<file path="config.mk">
export PLATFORM = sky130hd
export DESIGN_NAME = serial_tx_engine_flat
export DESIGN_NICKNAME = d
export VERILOG_FILES = /design/src/rtl/serial_tx_engine_if.sv /design/src/rtl/serial_tx_engine.sv /design/src/flat_wrapper.sv
export SDC_FILE = /design/constraint.sdc
export NUM_CORES = 1
export LEC_CHECK = 0
export CORE_MARGIN = 2
export CORE_UTILIZATION = 55
export DETAILED_ROUTE_END_ITERATION = 12
export GPL_TIMING_DRIVEN = 0
export PLACE_DENSITY_LB_ADDON = 0.3
export REMOVE_ABC_BUFFERS = 1
export SETUP_SLACK_MARGIN = 0.1
export SLEW_MARGIN = 10
export SYNTH_ARGS = -nofsm -noshare
export SYNTH_HDL_FRONTEND = slang
export SYNTH_SLANG_ARGS = --single-unit
</file>
<file path="constraint.sdc">
create_clock -name clk -period 2.45 [get_ports clk]
set_input_delay 0.49 -clock clk [delete_from_list [all_inputs] [get_ports clk]]
set_output_delay 0.49 -clock clk [all_outputs]
set_load 0.005 [all_outputs]
</file>
<file path="src/rtl/serial_tx_engine_if.sv">
// Handshake/data bundle between the flow controller (master) and the serial
// transmit engine (slave).
interface serial_tx_engine_if #(
    parameter int DATA_WIDTH = 8
);
    localparam int IDX_W = (DATA_WIDTH > 1) ? $clog2(DATA_WIDTH) : 1;

    logic [DATA_WIDTH-1:0] dataIn;
    logic                  sampleData;
    logic                  txData;
    logic                  txSerial;
    logic                  txBusy;
    logic                  txDone;
    logic [IDX_W-1:0]      bitIdx;

    modport master (
        output dataIn, sampleData, txData,
        input  txSerial, txBusy, txDone, bitIdx
    );

    modport slave (
        input  dataIn, sampleData, txData,
        output txSerial, txBusy, txDone, bitIdx
    );
endinterface

</file>
<file path="src/rtl/serial_tx_engine.sv">
// UART-style transmit stage: start bit, LSB-first data, optional even parity,
// stop bit(s), then a level-held txDone until the controller drops txData.
module serial_tx_engine #(
    parameter int DATA_WIDTH   = 8,
    parameter int CLKS_PER_BIT = 16,
    parameter int PARITY_EN    = 0,
    parameter int STOP_BITS    = 1
) (
    input logic               clk,
    input logic               reset,
    serial_tx_engine_if.slave bus
);
    localparam int IDX_W = (DATA_WIDTH > 1) ? $clog2(DATA_WIDTH) : 1;
    localparam int TMR_W = $clog2(CLKS_PER_BIT);
    localparam int CNT_W = $clog2(DATA_WIDTH + 1);

    typedef enum logic [2:0] {
        S_IDLE, S_START, S_DATA, S_PARITY, S_STOP, S_DONE
    } state_t;

    state_t                state, state_n;
    logic [DATA_WIDTH-1:0] hold_reg, hold_n;
    logic [DATA_WIDTH-1:0] shift_reg, shift_n;
    logic [TMR_W-1:0]      bit_timer, timer_n;
    logic [CNT_W-1:0]      bit_cnt, cnt_n;
    logic                  parity_acc, parity_n;
    logic                  bit_end;

    logic                  serial_q, serial_n;
    logic                  busy_q, busy_n;
    logic                  done_q, done_n;
    logic [IDX_W-1:0]      idx_q, idx_n;

    // NOTE: every variable gets a default before the case so no latch is inferred.
    always_comb begin
        state_n  = state;
        hold_n   = hold_reg;
        shift_n  = shift_reg;
        timer_n  = bit_timer;
        cnt_n    = bit_cnt;
        parity_n = parity_acc;
        bit_end  = (bit_timer == TMR_W'(CLKS_PER_BIT - 1));

        if (state != S_IDLE && state != S_DONE)
            timer_n = bit_end ? '0 : bit_timer + 1'b1;

        unique case (state)
            S_IDLE: begin
                if (bus.sampleData)
                    hold_n = bus.dataIn;
                if (bus.txData) begin
                    state_n  = S_START;
                    // Same-edge capture bypasses the holding register.
                    shift_n  = bus.sampleData ? bus.dataIn : hold_reg;
                    parity_n = 1'b0;
                end
            end
            S_START: if (bit_end) state_n = S_DATA;
            S_DATA: begin
                if (bit_end) begin
                    shift_n  = shift_reg >> 1;
                    parity_n = parity_acc ^ shift_reg[0];
                    cnt_n    = bit_cnt + 1'b1;
                    if (bit_cnt == CNT_W'(DATA_WIDTH - 1))
                        state_n = (PARITY_EN != 0) ? S_PARITY : S_STOP;
                end
            end
            S_PARITY: if (bit_end) state_n = S_STOP;
            S_STOP: begin
                if (bit_end) begin
                    cnt_n = bit_cnt + 1'b1;
                    if (bit_cnt == CNT_W'(STOP_BITS - 1))
                        state_n = S_DONE;
                end
            end
            S_DONE: if (!bus.txData) state_n = S_IDLE;
            default: state_n = S_IDLE;
        endcase

        if (state_n != state) begin
            timer_n = '0;
            cnt_n   = '0;
        end

        // Outputs are decoded from the next state so they leave a register.
        serial_n = 1'b1;
        busy_n   = 1'b0;
        done_n   = 1'b0;
        idx_n    = '0;
        unique case (state_n)
            S_START: begin
                serial_n = 1'b0;
                busy_n   = 1'b1;
            end
            S_DATA: begin
                serial_n = shift_n[0];
                busy_n   = 1'b1;
                idx_n    = cnt_n[IDX_W-1:0];
            end
            S_PARITY: begin
                serial_n = parity_n;
                busy_n   = 1'b1;
            end
            S_STOP:  busy_n = 1'b1;
            S_DONE:  done_n = 1'b1;
            default: ;
        endcase
    end

    // NOTE: sequential state uses non-blocking assignments only.
    always_ff @(posedge clk or posedge reset) begin
        if (reset) begin
            state      <= S_IDLE;
            hold_reg   <= '0;
            shift_reg  <= '0;
            bit_timer  <= '0;
            bit_cnt    <= '0;
            parity_acc <= 1'b0;
            serial_q   <= 1'b1;
            busy_q     <= 1'b0;
            done_q     <= 1'b0;
            idx_q      <= '0;
        end else begin
            state      <= state_n;
            hold_reg   <= hold_n;
            shift_reg  <= shift_n;
            bit_timer  <= timer_n;
            bit_cnt    <= cnt_n;
            parity_acc <= parity_n;
            serial_q   <= serial_n;
            busy_q     <= busy_n;
            done_q     <= done_n;
            idx_q      <= idx_n;
        end
    end

    assign bus.txSerial = serial_q;
    assign bus.txBusy   = busy_q;
    assign bus.txDone   = done_q;
    assign bus.bitIdx   = idx_q;
endmodule

</file>
<file path="src/flat_wrapper.sv">
// flat-port wrapper written by rule: the top's interface ports become plain ports
module serial_tx_engine_flat 
#(
    parameter int DATA_WIDTH   = 8,
    parameter int CLKS_PER_BIT = 16,
    parameter int PARITY_EN    = 0,
    parameter int STOP_BITS    = 1
)
  (clk, reset, bus_dataIn, bus_sampleData, bus_txData, bus_txSerial, bus_txBusy, bus_txDone, bus_bitIdx);
  serial_tx_engine_if #(.DATA_WIDTH(DATA_WIDTH)) bus_i ();
  input logic clk;
  input logic reset;
  input wire logic [$bits(bus_i.dataIn)-1:0] bus_dataIn;
  input wire logic [$bits(bus_i.sampleData)-1:0] bus_sampleData;
  input wire logic [$bits(bus_i.txData)-1:0] bus_txData;
  output wire logic [$bits(bus_i.txSerial)-1:0] bus_txSerial;
  output wire logic [$bits(bus_i.txBusy)-1:0] bus_txBusy;
  output wire logic [$bits(bus_i.txDone)-1:0] bus_txDone;
  output wire logic [$bits(bus_i.bitIdx)-1:0] bus_bitIdx;
  assign bus_i.dataIn = bus_dataIn;
  assign bus_i.sampleData = bus_sampleData;
  assign bus_i.txData = bus_txData;
  assign bus_txSerial = bus_i.txSerial;
  assign bus_txBusy = bus_i.txBusy;
  assign bus_txDone = bus_i.txDone;
  assign bus_bitIdx = bus_i.bitIdx;
  serial_tx_engine #(.DATA_WIDTH(DATA_WIDTH), .CLKS_PER_BIT(CLKS_PER_BIT), .PARITY_EN(PARITY_EN), .STOP_BITS(STOP_BITS)) u_core (.clk(clk), .reset(reset), .bus(bus_i));
endmodule
</file>
==> flow_metrics.env <==
export IMPL_async_reset_ff_frac=1.00
export IMPL_synth_area_leaders="dfrtp_1, mux2i_1, nor2_1, a221o_1, a21oi_1"
export IMPL_fin_worst_skew_ps=11.3
export IMPL_min_period_ps=2240
export IMPL_cp_arrival_ps=2470
export IMPL_worstPathMaxFanout=11
export IMPL_drt_vias_per_instance=5.99
export IMPL_grt_max_degree=35
export IMPL_hold_class="reg -> reg"
export IMPL_route_detailed_drc=0
export IMPL_synth_area_leader_cell="dfrtp_1"
export IMPL_synth_edff_count=0
export IMPL_grt_pass1_vias=1128
export IMPL_syn2layout_area_growth_pct=14.9
export IMPL_fin_tns_setup_ps=0
export IMPL_critPathLaunchType="input port"
export IMPL_gp_congestion=0.858
export IMPL_peakVddDrop_uv=546
export IMPL_firstDrtPassIters=4
export IMPL_cts_buffer_depth=2
export IMPL_fin_crit_sh=0.916
export IMPL_syn_inst=157
export IMPL_final_cells=209
export IMPL_max_slew_worst_pin_slew_ps=703
export IMPL_drive_gt1_frac=0.0852
export IMPL_cp_slowest_cell="or4b_4"
export IMPL_required_ps=2680
export IMPL_postCtsSetupRepairBufs=0
export IMPL_wl_per_cell_um=14.7
export IMPL_root_buffer="clkbuf_4"
export IMPL_path_class="in -> reg"
export IMPL_powerDensity_nw_per_um2=958
export IMPL_p_leak_uw=0.000853
export IMPL_maxSlewHeadroom=0.531
export IMPL_core_rowCount=20
export IMPL_dp_hpwl_mm=2.18
export IMPL_dp_cells=201
export IMPL_antenna_found_initial=0
export IMPL_outcome="completed"
export IMPL_crit_path_max_incr_delay_ps=570
export IMPL_antenna_left=0
export IMPL_ys_flop_type="dfrtp_1"
export IMPL_io_pins=18
export IMPL_syn_area_um2=1670
export IMPL_grt_util_all_layers=0.207
export IMPL_final_max_slew_violation_count=0
export IMPL_drt_initial_drc_count=43
export IMPL_vias=1252
export IMPL_max_cap_violations=0
export IMPL_rsz0062_at_grt="false"
export IMPL_cts_tree="yes"
export IMPL_grt_overflow_total=0
export IMPL_max_clock_freq_mhz=446
export IMPL_die_area_um2=3500
export IMPL_die_y_um=59.1
export IMPL_yosys_area_top_type_share=0.494
export IMPL_hold_viol_final=0
export IMPL_htreeDepth=2
export IMPL_synth_commonest_cells="dfrtp_1, nor2_1, a21oi_1"
export IMPL_cp_end_kind="flip-flop"
export IMPL_nets=190
export IMPL_syn_mean_instance_area_um2=10.6
export IMPL_cts_buffers=5
export IMPL_cts_clk_slew_worst_paths_ps=100
export IMPL_die_w_um=59.1
export IMPL_post_route_util=0.645
export IMPL_portBuffers=17
export IMPL_antennaDiodeCount=0
export IMPL_setup_viol=0
export IMPL_synth_seq_cells=34
export IMPL_ys_types=45
export IMPL_core_area_um2=2980
export IMPL_initial_core_util=0.561
export IMPL_crit_chain="clkdlybuf4s50_1 > or4b_4 > a21boi_4 > a221o_1 > a21oi_1 > o221ai_1"
export IMPL_ys_seq_area_frac=0.510
export IMPL_p_total_uw=1840
export IMPL_cts_num_sinks=34
export IMPL_wl_mm=3.08
export IMPL_insertion_delay_ps=330
export IMPL_yosysWarnings=0
export IMPL_yosysMostFrequentCell="dfrtp_1"
export IMPL_grt_pass1_wl_mm=5.24
per-stage QoR:
step                setup WS [ps]  hold slack, ps  area [um^2]
global route                  171             510         1920
CTS                           120             500         1920
detailed placement           -243             475         1860
finish                        206             494         1920
global placement             -197             468         1860
floorplan                     446             445         1650
cell type report:
cell class	instances	area [um^2]
well taps	33	41.3
clock buffers	7	55.1
flip-flops and latches	34	852
clock inverters	1	5.00
multi-input cells	112	778
repair buffers	17	170
inverters	5	18.8
fillers	238	1060
critical path: cells and delay by family:
| kind | cells | cell delay, ps |
|---|---|---|
| AO/OA/AOI/OAI | 4 | 860 |
| buffers and inverters | 1 | 540 |
| AND/OR/NAND/NOR | 1 | 570 |
layer usage:
metal  wire length (um)  track usage  vias to the layer above
met5                  0            0                        -
met4                 62       0.0942                        0
met3                134       0.0633                       10
met2               1420        0.298                       29
met1               1460        0.287                      613
li1                   -            -                      600
final timing paths:
path	startpoint	slack, ps	cells past startpoint	end
max	bus_txData	210	6	u_core.bus.txSerial$_DFF_PP1_
min	u_core.hold_reg[1]$_DFFE_PP0P_	490	1	u_core.hold_reg[1]$_DFFE_PP0P_
max reg2reg	u_core.state[0]$_DFF_PP0_	250	5	u_core.bus.txSerial$_DFF_PP1_
min reg2reg	u_core.hold_reg[1]$_DFFE_PP0P_	490	1	u_core.hold_reg[1]$_DFFE_PP0P_
max in group asynchronous	reset	1420	2	u_core.shift_reg[7]$_DFFE_PP0P_
min in group asynchronous	reset	570	2	u_core.bit_cnt[3]$_DFFE_PP0P_
cells in the final DEF, fill, tap and decap left out, types with 3 or more instances in the layout:
master / n
dfrtp_1: 33
mux2_1: 4
clkbuf_4: 5
a21oi_1: 11
xor2_1: 3
mux2i_1: 10
nor2_1: 23
ha_1: 3
o21ai_0: 3
inv_1: 4
a221o_1: 7
nor2b_1: 3
o21ai_1: 4
nand2_1: 6
clkdlybuf4s50_1: 17
cells by family (layout without fill, tap and decap cells):
| family | count (synthesis) | count (layout) | synth area share |
|---|---|---|---|
| flops | 34 | 34 | 0.510 |
| compound gates | 38 | 38 | 0.168 |
| fa+ha+maj | 3 | 3 | 0.0225 |
| simple gates | 52 | 52 | 0.160 |
| xor+xnor | 5 | 5 | 0.0262 |
| mux | 14 | 14 | 0.0868 |
| buf+inv | 11 | 30 | 0.0269 |
where the power goes:
| part | switching, uW | internal (uW) | total, uW |
|---|---|---|---|
| Combinational | 290 | 291 | 581 |
| Sequential | 170 | 769 | 939 |
| Clock | 182 | 139 | 321 |
| Total | 642 | 1200 | 1840 |
timing repair:
| action | CTS | global route |
|---|---|---|
| endpoints found under the setup margin | 0 | 1 |
| hold buffers | 0 | 0 |
| gates resized for setup | 0 | 1 |
Power figures use the tool's default switching activity.
==> edit: new RTL, same settings <==
Re-encode `state_t` (6 states) as one-hot, 6 bits wide.
--- a/src/rtl/serial_tx_engine.sv
+++ b/src/rtl/serial_tx_engine.sv
@@ -14,8 +14,8 @@
     localparam int TMR_W = $clog2(CLKS_PER_BIT);
     localparam int CNT_W = $clog2(DATA_WIDTH + 1);
 
-    typedef enum logic [2:0] {
-        S_IDLE, S_START, S_DATA, S_PARITY, S_STOP, S_DONE
+    typedef enum logic [5:0] {
+        S_IDLE = 6'b000001, S_START = 6'b000010, S_DATA = 6'b000100, S_PARITY = 6'b001000, S_STOP = 6'b010000, S_DONE = 6'b100000
     } state_t;
 
     state_t                state, state_n;
Formal check against the unedited RTL: no difference found for any inputs over 10 cycles, from zero or initial values and one cycle with reset high; not proved beyond that.
==> edit against the original RTL <==
Total power up 9.2%. Cell count up 15%. Sequential cell count up 3. Synthesized cell count up 14%. Wire length up 25%. Sequential share of layout area down 2.6 points. Utilization up 1.1 points. Cell area up 16%. First-iteration DRC count up 33%. Setup slack better by 0.044 ns. Sequential power down 2.7%. Global-route usage up 0.12 points. Synthesized area up 18%. Register-to-register slack about the same. Largest cell class is now multi-input combinational cells. Highest routed layer unchanged.
==> edit: results (changes against the original RTL) <==
stage	metric	value	unit	change
status	outcome	completed		
yosys	synth.yosys.seq_area_share	47.1	%	-3.9 points
yosys	synth.mux.area_fraction	10.7	%	+2.0 points
clocking	cts_made_buffers	5		unchanged
placement	place_congestion	0.813		-5.2%
global_route	met3_usage	3.87	%	-2.5 points
global_route	grt_util_all_layers	20.8	%	+0.12 points
finish	drive_gt1_share	19.0	%	+10 points
yosys	yosys.area.top_type_share	44.4	%	-5.0 points
pwr	leakagePower	0.963	nW	+13%
sta	slew_headroom	50.2	%	-2.9 points
sta	fin_skew	0.0112	ns	-0.000141 ns
placement	place_area	2130	sq um	+15%
setup_path	cp_max_fo	5		-6
detailed_routing	vias_per_cell	5.96		-0.46%
detailed_routing	drt_iter0_drc	57		+33%
yosys	ys_types	47		+4.4%
yosys	synth_warnings	0		unchanged
global_route	grt_max_degree	38		+8.6%
placement	hpwlAfterDp	2760	microns	+27%
detailed_routing	wl_per_cell	15.9	microns	+8.2%
yosys	synthXorXnorAreaFrac	3.56	%	+0.94 points
yosys	synth-compound-area-share	14.7	%	-2.1 points
global_route	grt_util_met2	33.9	%	+4.0 points
yosys	synth.cells.most_frequent	dfrtp_1, nand3_1, inv_1		
setup_path	worstPathArrival	2.41	ns	-0.06 ns
finish	nets	209		+10%
detailed_routing	dr_wl_met3	179	microns	+34%
detailed_routing	wl_met1	1720	microns	+17%
clocking	hold_buffers	0		unchanged
global_route	grt_first_pass_wirelength	6620	microns	+26%
global_route	use_met1	27.9	%	-0.81 points
detailed_routing	wl_met2	1900	microns	+34%
yosys	synth_area_leaders	dfrtp_1, mux2i_1, mux2_2		
global_route	first_global_vias	1393		+23%
pwr	peakVddDrop	512	uV	-6.2%
yosys	synthAdderAreaFrac	1.90	%	-0.34 points
[edit: cell count changes after synthesis, sizes merged, moves of 5 or more]
cell	unedited run	this run
a221o	7	0
inv	5	12
mux2	4	9
nand3	2	13
nor2	24	8
o221ai	1	6
[edit: final cells by class]
class	count	area, sq um
fill	277	1170
multi-input combinational	121	933
sequential	37	928
timing repair buffer	17	170
tap	46	57.6
clock buffer	6	51.3
inverter	12	45.0
clock inverter	2	37.5
[edit: critical path, cell delays in order, from the launching register on]
cell and delay, ns:
dfrtp_1 0.41, ha_1 0.22, nand4b_1 0.14, o211ai_1 0.43
o21ai_1 0.20, or4b_2 0.67
[edit: per-stage QoR]
stage,cells,hold slack [ns],power (mW),setup slack [ns]
floorplan,170,0.472,1.39,0.426
global placement,233,0.487,1.53,0.178
detailed placement,233,0.498,1.57,0.0920
CTS,241,0.521,2.01,0.124
global route,241,0.539,2.15,0.115
finish,241,0.518,2.01,0.250
[edit: final timing paths]
check / start / endpoint / slack [ns] / depth (start not counted)
max: u_core.bit_timer[0]$_DFFE_PP0P_ / u_core.bus.txBusy$_DFF_PP0_ / 0.25 / 5
min: u_core.shift_reg[7]$_DFFE_PP0P_ / u_core.shift_reg[7]$_DFFE_PP0P_ / 0.52 / 2
max reg2reg: u_core.bit_timer[0]$_DFFE_PP0P_ / u_core.bus.txBusy$_DFF_PP0_ / 0.25 / 5
min reg2reg: u_core.shift_reg[7]$_DFFE_PP0P_ / u_core.shift_reg[7]$_DFFE_PP0P_ / 0.52 / 2
max in group asynchronous: reset / u_core.shift_reg[7]$_DFFE_PP0P_ / 1.38 / 2
min in group asynchronous: reset / u_core.bit_cnt[2]$_DFF_PP0_ / 0.59 / 2
[edit: report_power, final]
group	internal, mW	switching (mW)
logic	0.323	0.328
clock network	0.242	0.203
registers	0.793	0.121
total	1.36	0.652
